**src/rtl/fifo_burst_drain_if.sv**
```systemverilog
// Memory-side command and write-data channels of the FIFO burst drainer.
// Handshake: a transfer happens on a cycle where valid & ready are both high; once raised,
// valid and its payload stay stable until accepted, except on a read-side FIFO reset abort.
interface fifo_burst_drain_if #(
  parameter int DATA_WIDTH  = 256,
  parameter int COUNT_WIDTH = 10,
  parameter int ADDR_WIDTH  = 32
) ();
  logic                   cmd_valid;
  logic                   cmd_ready;
  logic [ADDR_WIDTH-1:0]  cmd_addr;
  logic [COUNT_WIDTH-1:0] cmd_len;
  logic [DATA_WIDTH-1:0]  wr_data;
  logic                   wr_valid;
  logic                   wr_ready;
  logic                   wr_last;

  modport master (
    output cmd_valid, cmd_addr, cmd_len, wr_data, wr_valid, wr_last,
    input  cmd_ready, wr_ready
  );

  modport slave (
    input  cmd_valid, cmd_addr, cmd_len, wr_data, wr_valid, wr_last,
    output cmd_ready, wr_ready
  );
endinterface

```
**src/rtl/fifo_burst_drain.sv**
```systemverilog
// Drains fixed-length bursts from a first-word-fall-through FIFO into a memory write port,
// issuing one command per burst and stepping the address through a frame of bursts.
module fifo_burst_drain #(
  parameter int                  DATA_WIDTH   = 256,
  parameter int                  COUNT_WIDTH  = 10,
  parameter int                  BURST_LEN    = 64,
  parameter int                  ADDR_WIDTH   = 32,
  parameter logic [ADDR_WIDTH-1:0] BASE_ADDR  = '0,
  parameter int                  FRAME_BURSTS = 1024
) (
  input  logic                   rd_clk,
  input  logic                   rst_n,
  input  logic                   enable,
  input  logic                   frame_start,
  input  logic [DATA_WIDTH-1:0]  fifo_rd_data,
  input  logic                   fifo_data_valid,
  input  logic                   fifo_empty,
  input  logic [COUNT_WIDTH-1:0] fifo_rd_usedw,
  input  logic                   fifo_rd_rst_busy,
  output logic                   fifo_rdreq,
  fifo_burst_drain_if.master     mem,
  output logic                   busy,
  output logic                   burst_done,
  output logic                   abort_err,
  output logic [1:0]             state_dbg
);

  localparam int IDX_W = (FRAME_BURSTS > 1) ? $clog2(FRAME_BURSTS) : 1;
  localparam logic [ADDR_WIDTH-1:0]  ADDR_STEP = ADDR_WIDTH'(BURST_LEN * DATA_WIDTH / 8);
  localparam logic [COUNT_WIDTH-1:0] BURST_CNT = COUNT_WIDTH'(BURST_LEN);
  localparam logic [COUNT_WIDTH-1:0] LAST_BEAT = COUNT_WIDTH'(BURST_LEN - 1);
  localparam logic [IDX_W-1:0]       LAST_IDX  = IDX_W'(FRAME_BURSTS - 1);

  typedef enum logic [1:0] {
    S_IDLE = 2'd0,
    S_CMD  = 2'd1,
    S_DATA = 2'd2,
    S_DONE = 2'd3
  } state_t;

  state_t                 state_q, state_d;
  logic [ADDR_WIDTH-1:0]  addr_q, addr_d;
  logic [IDX_W-1:0]       idx_q, idx_d;
  logic [COUNT_WIDTH-1:0] beat_q, beat_d;
  logic                   fs_pend_q, fs_pend_d;
  logic                   abort_q, abort_d;

  logic cmd_valid_c, wr_valid_c, wr_last_c, rdreq_c, done_c;

  always_ff @(posedge rd_clk or negedge rst_n) begin
    if (!rst_n) begin
      state_q   <= S_IDLE;
      addr_q    <= BASE_ADDR;
      idx_q     <= '0;
      beat_q    <= '0;
      fs_pend_q <= 1'b0;
      abort_q   <= 1'b0;
    end else begin
      state_q   <= state_d;
      addr_q    <= addr_d;
      idx_q     <= idx_d;
      beat_q    <= beat_d;
      fs_pend_q <= fs_pend_d;
      abort_q   <= abort_d;
    end
  end

  always_comb begin
    state_d     = state_q;
    addr_d      = addr_q;
    idx_d       = idx_q;
    beat_d      = beat_q;
    fs_pend_d   = fs_pend_q;
    abort_d     = abort_q;
    cmd_valid_c = 1'b0;
    wr_valid_c  = 1'b0;
    wr_last_c   = 1'b0;
    rdreq_c     = 1'b0;
    done_c      = 1'b0;

    if (frame_start) abort_d = 1'b0;

    case (state_q)
      S_IDLE: begin
        // A frame restart left pending by an aborted burst is honoured here as well.
        if (frame_start || fs_pend_q) begin
          addr_d    = BASE_ADDR;
          idx_d     = '0;
          fs_pend_d = 1'b0;
        end
        if (enable && !fifo_rd_rst_busy && (fifo_rd_usedw >= BURST_CNT)) state_d = S_CMD;
      end
      S_CMD: begin
        if (frame_start) fs_pend_d = 1'b1;
        if (fifo_rd_rst_busy) begin
          state_d = S_IDLE;
          abort_d = 1'b1;
        end else begin
          cmd_valid_c = 1'b1;
          if (mem.cmd_ready) begin
            state_d = S_DATA;
            beat_d  = '0;
          end
        end
      end
      S_DATA: begin
        if (frame_start) fs_pend_d = 1'b1;
        if (fifo_rd_rst_busy) begin
          state_d = S_IDLE;
          abort_d = 1'b1;
        end else begin
          wr_valid_c = fifo_data_valid & ~fifo_empty;
          wr_last_c  = wr_valid_c & (beat_q == LAST_BEAT);
          rdreq_c    = wr_valid_c & mem.wr_ready;
          if (rdreq_c) begin
            beat_d = beat_q + COUNT_WIDTH'(1);
            if (wr_last_c) state_d = S_DONE;
          end
        end
      end
      S_DONE: begin
        done_c    = 1'b1;
        fs_pend_d = 1'b0;
        state_d   = S_IDLE;
        if (frame_start || fs_pend_q || (idx_q == LAST_IDX)) begin
          addr_d = BASE_ADDR;
          idx_d  = '0;
        end else begin
          addr_d = addr_q + ADDR_STEP;
          idx_d  = idx_q + IDX_W'(1);
        end
      end
      default: state_d = S_IDLE;
    endcase
  end

  assign mem.cmd_valid = cmd_valid_c;
  assign mem.cmd_addr  = addr_q;
  assign mem.cmd_len   = LAST_BEAT;
  assign mem.wr_valid  = wr_valid_c;
  assign mem.wr_last   = wr_last_c;
  assign mem.wr_data   = (state_q == S_DATA) ? fifo_rd_data : '0;
  assign fifo_rdreq    = rdreq_c;
  assign busy          = (state_q != S_IDLE);
  assign burst_done    = done_c;
  assign abort_err     = abort_q;
  assign state_dbg     = state_q;

endmodule

```
**src/flat_wrapper.sv**
```systemverilog
// flat-port wrapper written by rule: the top's interface ports become plain ports
module fifo_burst_drain_flat 
#(
  parameter int                  DATA_WIDTH   = 256,
  parameter int                  COUNT_WIDTH  = 10,
  parameter int                  BURST_LEN    = 64,
  parameter int                  ADDR_WIDTH   = 32,
  parameter logic [ADDR_WIDTH-1:0] BASE_ADDR  = '0,
  parameter int                  FRAME_BURSTS = 1024
)
  (rd_clk, rst_n, enable, frame_start, fifo_rd_data, fifo_data_valid, fifo_empty, fifo_rd_usedw, fifo_rd_rst_busy, fifo_rdreq, busy, burst_done, abort_err, state_dbg, mem_cmd_valid, mem_cmd_addr, mem_cmd_len, mem_wr_data, mem_wr_valid, mem_wr_last, mem_cmd_ready, mem_wr_ready);
  fifo_burst_drain_if #(.DATA_WIDTH(DATA_WIDTH), .COUNT_WIDTH(COUNT_WIDTH), .ADDR_WIDTH(ADDR_WIDTH)) mem_i ();
  input  logic rd_clk;
  input  logic rst_n;
  input  logic enable;
  input  logic frame_start;
  input  logic [DATA_WIDTH-1:0] fifo_rd_data;
  input  logic fifo_data_valid;
  input  logic fifo_empty;
  input  logic [COUNT_WIDTH-1:0] fifo_rd_usedw;
  input  logic fifo_rd_rst_busy;
  output logic fifo_rdreq;
  output logic busy;
  output logic burst_done;
  output logic abort_err;
  output logic [1:0] state_dbg;
  output wire logic [$bits(mem_i.cmd_valid)-1:0] mem_cmd_valid;
  output wire logic [$bits(mem_i.cmd_addr)-1:0] mem_cmd_addr;
  output wire logic [$bits(mem_i.cmd_len)-1:0] mem_cmd_len;
  output wire logic [$bits(mem_i.wr_data)-1:0] mem_wr_data;
  output wire logic [$bits(mem_i.wr_valid)-1:0] mem_wr_valid;
  output wire logic [$bits(mem_i.wr_last)-1:0] mem_wr_last;
  input wire logic [$bits(mem_i.cmd_ready)-1:0] mem_cmd_ready;
  input wire logic [$bits(mem_i.wr_ready)-1:0] mem_wr_ready;
  assign mem_cmd_valid = mem_i.cmd_valid;
  assign mem_cmd_addr = mem_i.cmd_addr;
  assign mem_cmd_len = mem_i.cmd_len;
  assign mem_wr_data = mem_i.wr_data;
  assign mem_wr_valid = mem_i.wr_valid;
  assign mem_wr_last = mem_i.wr_last;
  assign mem_i.cmd_ready = mem_cmd_ready;
  assign mem_i.wr_ready = mem_wr_ready;
  fifo_burst_drain #(.DATA_WIDTH(DATA_WIDTH), .COUNT_WIDTH(COUNT_WIDTH), .BURST_LEN(BURST_LEN), .ADDR_WIDTH(ADDR_WIDTH), .BASE_ADDR(BASE_ADDR), .FRAME_BURSTS(FRAME_BURSTS)) u_core (.rd_clk(rd_clk), .rst_n(rst_n), .enable(enable), .frame_start(frame_start), .fifo_rd_data(fifo_rd_data), .fifo_data_valid(fifo_data_valid), .fifo_empty(fifo_empty), .fifo_rd_usedw(fifo_rd_usedw), .fifo_rd_rst_busy(fifo_rd_rst_busy), .fifo_rdreq(fifo_rdreq), .mem(mem_i), .busy(busy), .burst_done(burst_done), .abort_err(abort_err), .state_dbg(state_dbg));
endmodule
```
**config.mk**
```make
export PLATFORM = sky130hd
export DESIGN_NAME = fifo_burst_drain_flat
export DESIGN_NICKNAME = d
export VERILOG_FILES = /design/src/rtl/fifo_burst_drain_if.sv /design/src/rtl/fifo_burst_drain.sv /design/src/flat_wrapper.sv
export SDC_FILE = /design/constraint.sdc
export NUM_CORES = 1
export LEC_CHECK = 0
export CAP_MARGIN = 20
export CORE_AREA = 2 2 225 227
export CTS_CLUSTER_DIAMETER = 150
export DETAILED_ROUTE_END_ITERATION = 6
export DIE_AREA = 0 0 227 229
export PLACE_DENSITY = 0.44
export SLEW_MARGIN = 25
export SYNTH_ARGS = -nofsm -noshare
export SYNTH_HDL_FRONTEND = slang
export SYNTH_SLANG_ARGS = --single-unit
```
**constraint.sdc**
```tcl
create_clock -name rd_clk -period 5.05 [get_ports rd_clk]
set_input_delay 0.7575 -clock rd_clk [delete_from_list [all_inputs] [get_ports rd_clk]]
set_output_delay 0.7575 -clock rd_clk [all_outputs]
set_load 0.05 [all_outputs]
```
# Yosys cells after proc, flatten, opt, wreduce, memory -nomap -nowiden

Cells that the tools add are included.

Register bits after elaboration: 56
Logic and storage cells: 77
Output and inout bits: 307

Equality and inequality tests: 15
$add $sub $neg: 3
Bitwise operators: 4
Multiplexer cells: 34
Reduce and logical (&&, ||, !) cells: 14
$lt $le $gt $ge: 1

Operator list:

| cell                     | number |
|---|---|
| $mux W256                | 1 |
| $mux W32                 | 2 |
| $pmux W32 S2             | 1 |
| $mux W10                 | 6 |
| $pmux W10 S2             | 2 |
| $add A32 B12 Y32 const B | 1 |
| $add A10 B1 Y10 const B  | 2 |
| $mux W1                  | 14 |
| $mux W2                  | 6 |
| $eq A10 B10 Y1 const B   | 1 |
| $eq A10 B6 Y1 const B    | 1 |
| $ge A10 B7 Y1 const B    | 1 |
| $ne A2 B1 Y1 const B     | 4 |
| $pmux W2 S4              | 1 |
| $ne A2 B2 Y1 const B     | 3 |
| $ne A3 B2 Y1 const B     | 2 |
| $reduce_bool A2 Y1       | 3 |
| $reduce_and A5 Y1        | 1 |
| $eq A2 B2 Y1 const B     | 2 |
| $reduce_and A2 Y1        | 2 |
| $reduce_and A4 Y1        | 1 |
| $and A1 B1 Y1            | 3 |
| $ne A3 B3 Y1 const B     | 1 |
| $pmux W1 S3              | 1 |
| 7 further kinds          | 9 |

# Depth between registers and ports, before layout

Gate-level depths: netlist of run 1.

Depth in word-level cells: 7
Gate-level depth with buffers: 8
Mapped depth without buffers: 6

# Worst setup path after synthesis of run 1

OpenSTA, ideal clock, no wires.

Path type: reg-to-output
From: register u_core.state_q[0] (netlist: u_core.state_dbg[0])
To: output port mem_wr_last
Stages on the path, launching flop included: 7
Slack: 1.206 ns
Data arrival time: 3.087 ns
Data required time: 4.293 ns
Path through: dfrtp_1 -> inv_1 -> ha_1 -> clkbuf_1 -> nand2b_1 -> nor3b_1 -> and2_1

Word-level cells in the longest chain between the ends: 2

RTL lines:

| item                   | line                   | source |
|---|---|---|
| start, declared        | fifo_burst_drain.sv:41 | `state_t state_q, state_d;` |
| start signal, assigned | fifo_burst_drain.sv:59 | `state_q <= state_d;` |
| $eq A2 B2 Y1           | fifo_burst_drain.sv:83 | `case (state_q)` |
| $mux W1                | fifo_burst_drain.sv:83 |  |
| end, declared          | flat_wrapper.sv:32     | `output wire logic [$bits(mem_i.wr_last)-1:0] mem_wr_last;` |

Every way passes these cells.

# Worst setup path after layout of run 1

From: input port fifo_rd_rst_busy
To: output port mem_wr_last

Word-level cells in the longest chain between the ends: 2

RTL lines:

| item            | line                    | source |
|---|---|---|
| start, declared | flat_wrapper.sv:21      | `input logic fifo_rd_rst_busy;` |
| $mux W1         | fifo_burst_drain.sv:108 | `if (fifo_rd_rst_busy) begin` |
| $mux W1         | fifo_burst_drain.sv:83  |  |

Every way passes these cells.

==> results of run 1 <==
## cells in the final DEF (no fill, tap or decap), drive strengths merged, types with 2 or more instances in the layout
cell,n
nor2,19
or4,6
o211ai,3
nor4,5
o21ai,21
a21oi,15
nand2,23
nor3,3
xor2,4
and3,9
xnor2,7
a22o,2
o31ai,4
nor4b,2
or2,2
ha,8
conb,21
or3,8
a41oi,3
nor3b,2
nand4,8
dfrtp,45
nor2b,5
diode,9
buf,3
nand3,20
inv,6
clkbuf,7
mux2,4
and2,263
nand2b,6
a31oi,10
and4,5
clkdlybuf4s50,553
## Yosys cell counts (2+ instances only)
master	count	area (um2)
a21oi_1	15	75.1
a22o_1	2	17.5
a31oi_1	9	56.3
a41oi_1	3	26.3
and2_1	261	1630
and3_1	9	56.3
and4_1	4	35.0
buf_2	3	15.0
buf_4	22	165
clkbuf_1	35	131
conb_1	2	7.51
dfrtp_1	45	1130
ha_1	8	100
inv_1	6	22.5
mux2_2	4	45.0
nand2_1	23	86.3
nand2b_1	6	37.5
nand3_1	19	95.1
nand4_1	8	50.1
nor2_1	18	67.6
nor2b_1	5	31.3
nor3_1	3	15.0
nor4_1	5	31.3
nor4b_1	2	17.5
o211ai_1	3	22.5
o21ai_0	21	105
o31ai_1	4	30.0
or2_2	2	12.5
or3_1	8	50.1
or4_1	6	45.0
xnor2_1	7	61.3
xor2_1	4	35.0
## power by group through the flow
stage / Sequential, mW / Combinational [mW] / Clock, mW
floorplan: 0.449 / 1.25 / 0
global placement: 0.410 / 2.16 / 0
detailed placement: 0.411 / 2.16 / 0
CTS: 0.404 / 2.16 / 0.403
global route: 0.407 / 2.23 / 0.416
finish: 0.404 / 2.13 / 0.387
## flip-flops by register name, summed over array words and instances (netlist names)
register and count:
u_core.idx_q 10, u_core.fs_pend_q 1, u_core.beat_q 10, u_core.state_dbg 2, u_core.mem.cmd_addr 21, u_core.abort_err 1
## cells by family after synthesis
kind of cell | synth area share [%]
mux | 1.23
flops | 25.2
simple gates | 52.5
buf+inv | 7.47
fa+ha+maj | 2.24
compound gates | 9.06
other cells | 0.168
xor+xnor | 2.15
## area by class of cell
type                    count  area, um2
diodes                      9       22.5
repair buffers            556       5580
clock inverters             1       30.0
clock buffers               7        143
inverters                   6       22.5
well taps                 672        841
fillers                  5552      38800
multi-input cells         499       3110
flip-flops and latches     45       1130
## final timing paths
| check | slack, ns | from | end | depth (start not counted) |
|---|---|---|---|---|
| min reg2reg | 0.52 | u_core.beat_q[4] | u_core.beat_q[4] | 1 |
| max reg2reg | 2.45 | u_core.state_dbg[0] | u_core.mem.cmd_addr[28] | 6 |
| min | 0.46 | rst_n | u_core.mem.cmd_addr[31] | 1 |
| max | 1.48 | fifo_rd_rst_busy | mem_wr_last | 5 |
| max in group asynchronous | 4.17 | rst_n | u_core.beat_q[9] | 1 |
| min in group rd_clk | 0.52 | u_core.beat_q[4] | u_core.beat_q[4] | 1 |
## worst max-delay path, delay by kind of cell
family        cells  cell delay (ns)
buf+inv           2             1.30
simple gates      3             0.74
## routing by layer
metal	vias to the layer above	track usage, %	share of wire, %
li1	2964	-	-
met1	2859	11.8	34
met2	250	22.3	54
met3	34	5.77	11
met4	26	0.980	0.39
met5	-	0	0.52
==> impl_metrics.toml, run 1 <==
[grt]
grt_first_pass_wirelength_um = 44600
antenna_found_initial = 22
grt_use_total_pct = 11.7
grt_pass1_vias = 6053
overflow = 0
grt_max_degree = 136

[pwr]
netSwitchingPower_mw = 1.55
vdd.ir_drop.worst_v = 0.000118
p_sw_share_pct = 53.0
p_leak_nw = 4.02
seqPwrFrac_pct = 13.9
combinationalPowerShare_pct = 72.9
p_per_area_nw_per_um2 = 268
p_clk_share_pct = 13.3
internal_power_mw = 1.37
total_power_mw = 2.92

[yosys]
syn_area_per_cell_um2 = 7.57
dominantRegCellSynth = "dfrtp_1"
ys_ff_latch = 45
async_flop_share_pct = 100
syn-cell-area_um2 = 4470
synth-seq-area-share_pct = 25.2
yosys_warnings = 0
synth-edff-count = 0
syn_inst = 591
ys_types = 51

[clocking]
h-tree-depth = 2
post-cts-setup-buffers = 0
ctsResizeCount = 0
cts_buffer_depth = 2
insertion_delay_ns = 0.29
cts_num_sinks = 45
clkTransAtPathRegs_ns = 0.06
hold_buffers = 0
cts-buffers-inserted = 5
cts_tree = "yes"
cts_root_buffer = "clkbuf_16"

[finish]
stdcell_area_um2 = 10900
postLayoutCoreUtil_pct = 21.9
final_nets = 1396
drive_gt1_share_pct = 2.24
fin_cells = 1795
areaGrowthSynthToFinish_pct = 143

[timing]
tightest_slew_ns = 0.997
timing.fmax_ghz = 0.280
grt_setup_unrepaired = "no"
period_minus_slack_ns = 3.57
hold_viol = 0
finClkSkew_ns = 0.00546
maxSlewHeadroom_pct = 33.0
whs_ns = 0.461
setup_violations = 0
slew_violations = 0
setup_ws_ns = 1.48
fin_crit_sh_pct = 70.6
setup_tns_ns = 0

[routing]
wl_per_cell_um = 18.0
routed_wirelength_um = 32200
ant_nets = 0
detail_route.vias_per_cell = 3.42
drt_pass1_iterations = 5
drc = 0
drtIter0Drc = 323
vias = 6133

[floorplanning]
coreArea_um2 = 49700
dieHeight_um = 229
io_pins = 582
num_rows = 82
die_w_um = 227
start_util_pct = 9.01
dieArea_um2 = 52000

[outcome]
status = "completed"

[worst_setup_path]
slowest_stage = "clkdlybuf4s50_1"
crit_path_start_kind = "primary input"
worstPathRequired_ns = 4.29
worstPathMaxFanout = 7
crit_path_end_kind = "primary output"
critPathMaxStageDelay_ns = 0.79
cp_common_cell = "clkdlybuf4s50_1"
crit_chain = "clkdlybuf4s50_1 > nand2b_1 > nor3b_1 > and2_1 > clkdlybuf4s50_1"
cp.arrival_ns = 2.81
crit_type = "primary input to primary output"

[min_path]
min_path_type = "primary input to async pin"

[placement]
portBuffers = 554
dp.cells = 1778
gp_congestion = 0.839
detailed_place_hpwl_um = 28500
postPlaceCellArea_um2 = 10700
post-place-ws_ns = 1.48

[flow_run]
maxCapViolations = 0
(Power assumes the default switching activity.)
==> inputs of run 2 (changes only) <==
--- a/config.mk
+++ b/config.mk
@@ -6,10 +6,10 @@
 export NUM_CORES = 1
 export LEC_CHECK = 0
 export CAP_MARGIN = 20
-export CORE_AREA = 2 2 225 227
+export CORE_AREA = 2 2 227 229
 export CTS_CLUSTER_DIAMETER = 150
 export DETAILED_ROUTE_END_ITERATION = 6
-export DIE_AREA = 0 0 227 229
+export DIE_AREA = 0 0 229 231
 export PLACE_DENSITY = 0.44
 export SLEW_MARGIN = 25
 export SYNTH_ARGS = -nofsm -noshare
==> constraint.sdc (replaced) <==
create_clock -name rd_clk -period 3.5 [get_ports rd_clk]
set_input_delay 0.525 -clock rd_clk [delete_from_list [all_inputs] [get_ports rd_clk]]
set_output_delay 0.525 -clock rd_clk [all_outputs]
set_load 0.05 [all_outputs]
==> run 2 against run 1 <==
Against the previous run: die area rose by 1.8%; clock-buffer cell count did not move; first-iteration DRC count down 11%; final area decreased by 0.13%; worst hold slack worse by 0.21 ns; highest routed layer unchanged; clock power is 24% higher; clock skew grew 0.00094 ns; sequential share of layout area about the same; largest power group unchanged; final cell count up 1.1%; sequential power up 44%.
==> impl_metrics.toml, run 2 (synthesis results as in run 1) <==
[flow_run]
maxCapViolations = 0

[routing]
wl_met3_um = 3330
drt_pass1_iterations = 4
wl_met2_um = 17300
m1WireLength_um = 13000
vias = 6127
ant_nets = 0
topRoutingLayerUsed = "met5"
drtIter0Drc = 288
detail_route.vias_per_cell = 3.38
routed_wirelength_um = 33800
drc = 0
wl_per_cell_um = 18.7

[pwr]
p_sw_share_pct = 53.9
combinationalPowerShare_pct = 74.6
vdd.ir_drop.worst_v = 0.000165
internal_power_mw = 1.93
p_clk_share_pct = 11.5
netSwitchingPower_mw = 2.25
p_leak_nw = 4.14
total_power_mw = 4.18
p_per_area_nw_per_um2 = 385
seqPwrFrac_pct = 13.9

[finish]
fill_cells = 5693
postLayoutCoreUtil_pct = 21.4
final_cell_mix = "clkdlybuf4s50_1, and2_1, buf_4"
areaGrowthSynthToFinish_pct = 143
final_nets = 1408
multiInputGateArea_um2 = 3100
layout.area.seq_um2 = 1130
largest_reg_flops = 21
final_common_cell = "clkdlybuf4s50_1"
drive_gt1_share_pct = 6.40
stdcell_area_um2 = 10900

[worst_setup_path]
path_delay_family = "buffers and inverters"
critPathMaxStageDelay_ns = 0.84
crit_buf_inv = 4
crit_path_end_kind = "primary output"
crit_chain = "inv_1 > ha_4 > buf_12 > buf_4 > and2_1 > clkdlybuf4s50_1"
cp.arrival_ns = 2.72
worstPathMaxFanout = 20
worstPathRequired_ns = 2.97
slowest_stage = "clkdlybuf4s50_1"
crit_type = "flip-flop to primary output"
crit_path_start_kind = "flip-flop"

[floorplanning]
io_pins = 582
start_util_pct = 8.83
dieHeight_um = 231
num_rows = 83
coreArea_um2 = 50700
die_w_um = 229
dieArea_um2 = 52900

[timing]
maxSlewHeadroom_pct = 46.7
tightest_slew_ns = 0.797
setup_violations = 0
timing.fmax_ghz = 0.308
grt_setup_unrepaired = "no"
hold_viol = 0
period_minus_slack_ns = 3.24
fin_crit_sh_pct = 92.6
finClkSkew_ns = 0.00640
setup_tns_ns = 0
slew_violations = 0
setup_ws_ns = 0.258

[grt]
grt_use_total_pct = 11.9
overflow = 0
grt_pass1_vias = 5889
antenna_found_initial = 22
grt_max_degree = 46
grt_first_pass_wirelength_um = 45800

[clocking]
clkTransAtPathRegs_ns = 0.06
cts_root_buffer = "clkbuf_16"
hold_buffers = 0
post-cts-setup-buffers = 0
h-tree-depth = 2
cts_num_sinks = 45
ctsResizeCount = 0
cts_buffer_depth = 2
cts_tree = "yes"
cts-buffers-inserted = 5
insertion_delay_ns = 0.29

[min_path]
min_path_type = "primary input to async pin"

[placement]
postPlaceCellArea_um2 = 10700
detailed_place_hpwl_um = 30500
portBuffers = 554
post-place-ws_ns = 0.474
gp_congestion = 0.818

[outcome]
status = "completed"
## run 2: changes by cell type in the layout (fill, tap and decap cells not counted)
cell             delta
nor3b_1             -1
buf_4              +47
bufinv_16           -1
clkdlybuf4s50_1    -36
nor3b_2             +1
buf_12              +1
a21oi_4             -1
a21oi_1             +1
## run 2: area by class of cell
| cell class | instances | area share, % |
|---|---|---|
| Tap cell | 680 | 7.83 |
| Clock buffer | 7 | 1.31 |
| Inverter | 6 | 0.207 |
| Sequential cell | 45 | 10.4 |
| Antenna cell | 9 | 0.207 |
| Timing Repair Buffer | 568 | 51.5 |
| Multi-Input combinational cell | 499 | 28.6 |
## run 2: worst reg2reg max path, cell delays in order (launching register included)
cell and delay (ns):
dfrtp_1 0.45, inv_1 0.12, ha_1 0.30, or4b_1 0.57
a31oi_2 0.65, o21ai_0 0.22, a31oi_1 0.21
## run 2: stage by stage
step,instances,hold slack (ns)
global route,1807,0.291
detailed placement,1798,0.496
CTS,1805,0.282
floorplan,610,0.229
finish,1814,0.248
global placement,1798,0.490
## run 2: routing by layer
layer	global-route usage [%]	vias to the layer above
met2	21.5	253
met4	0.791	20
li1	-	2989
met3	5.09	28
met1	13.6	2837
met5	0	-
## run 2: power groups by stage
stage	Sequential, mW	Combinational [mW]	Clock (mW)
detailed placement	0.593	3.17	0
finish	0.582	3.12	0.479
floorplan	0.647	1.80	0
global route	0.589	3.27	0.523
global placement	0.591	3.17	0
CTS	0.583	3.18	0.499
## run 2: path summary, 6_finish.rpt
kind,start,end,slack [ns],depth (start not counted)
setup / recovery,u_core.state_dbg[0],mem_wr_data[26],0.26,6
hold / removal,rst_n,u_core.mem.cmd_addr[14],0.25,1
setup reg to reg,u_core.state_dbg[1],u_core.mem.cmd_addr[28],0.89,6
hold reg to reg,u_core.beat_q[8],u_core.beat_q[8],0.50,1
max in group asynchronous,rst_n,u_core.beat_q[2],2.83,1
min in group rd_clk,u_core.beat_q[8],u_core.beat_q[8],0.50,1
==> inputs of run 3 (changes only) <==
--- a/config.mk
+++ b/config.mk
@@ -10,6 +10,7 @@
 export CTS_CLUSTER_DIAMETER = 150
 export DETAILED_ROUTE_END_ITERATION = 6
 export DIE_AREA = 0 0 229 231
+export HOLD_SLACK_MARGIN = 0.05
 export PLACE_DENSITY = 0.44
 export SLEW_MARGIN = 25
 export SYNTH_ARGS = -nofsm -noshare
==> results of run 3 <==
The final DEF is identical to that of run 2; final timing and power are the same.
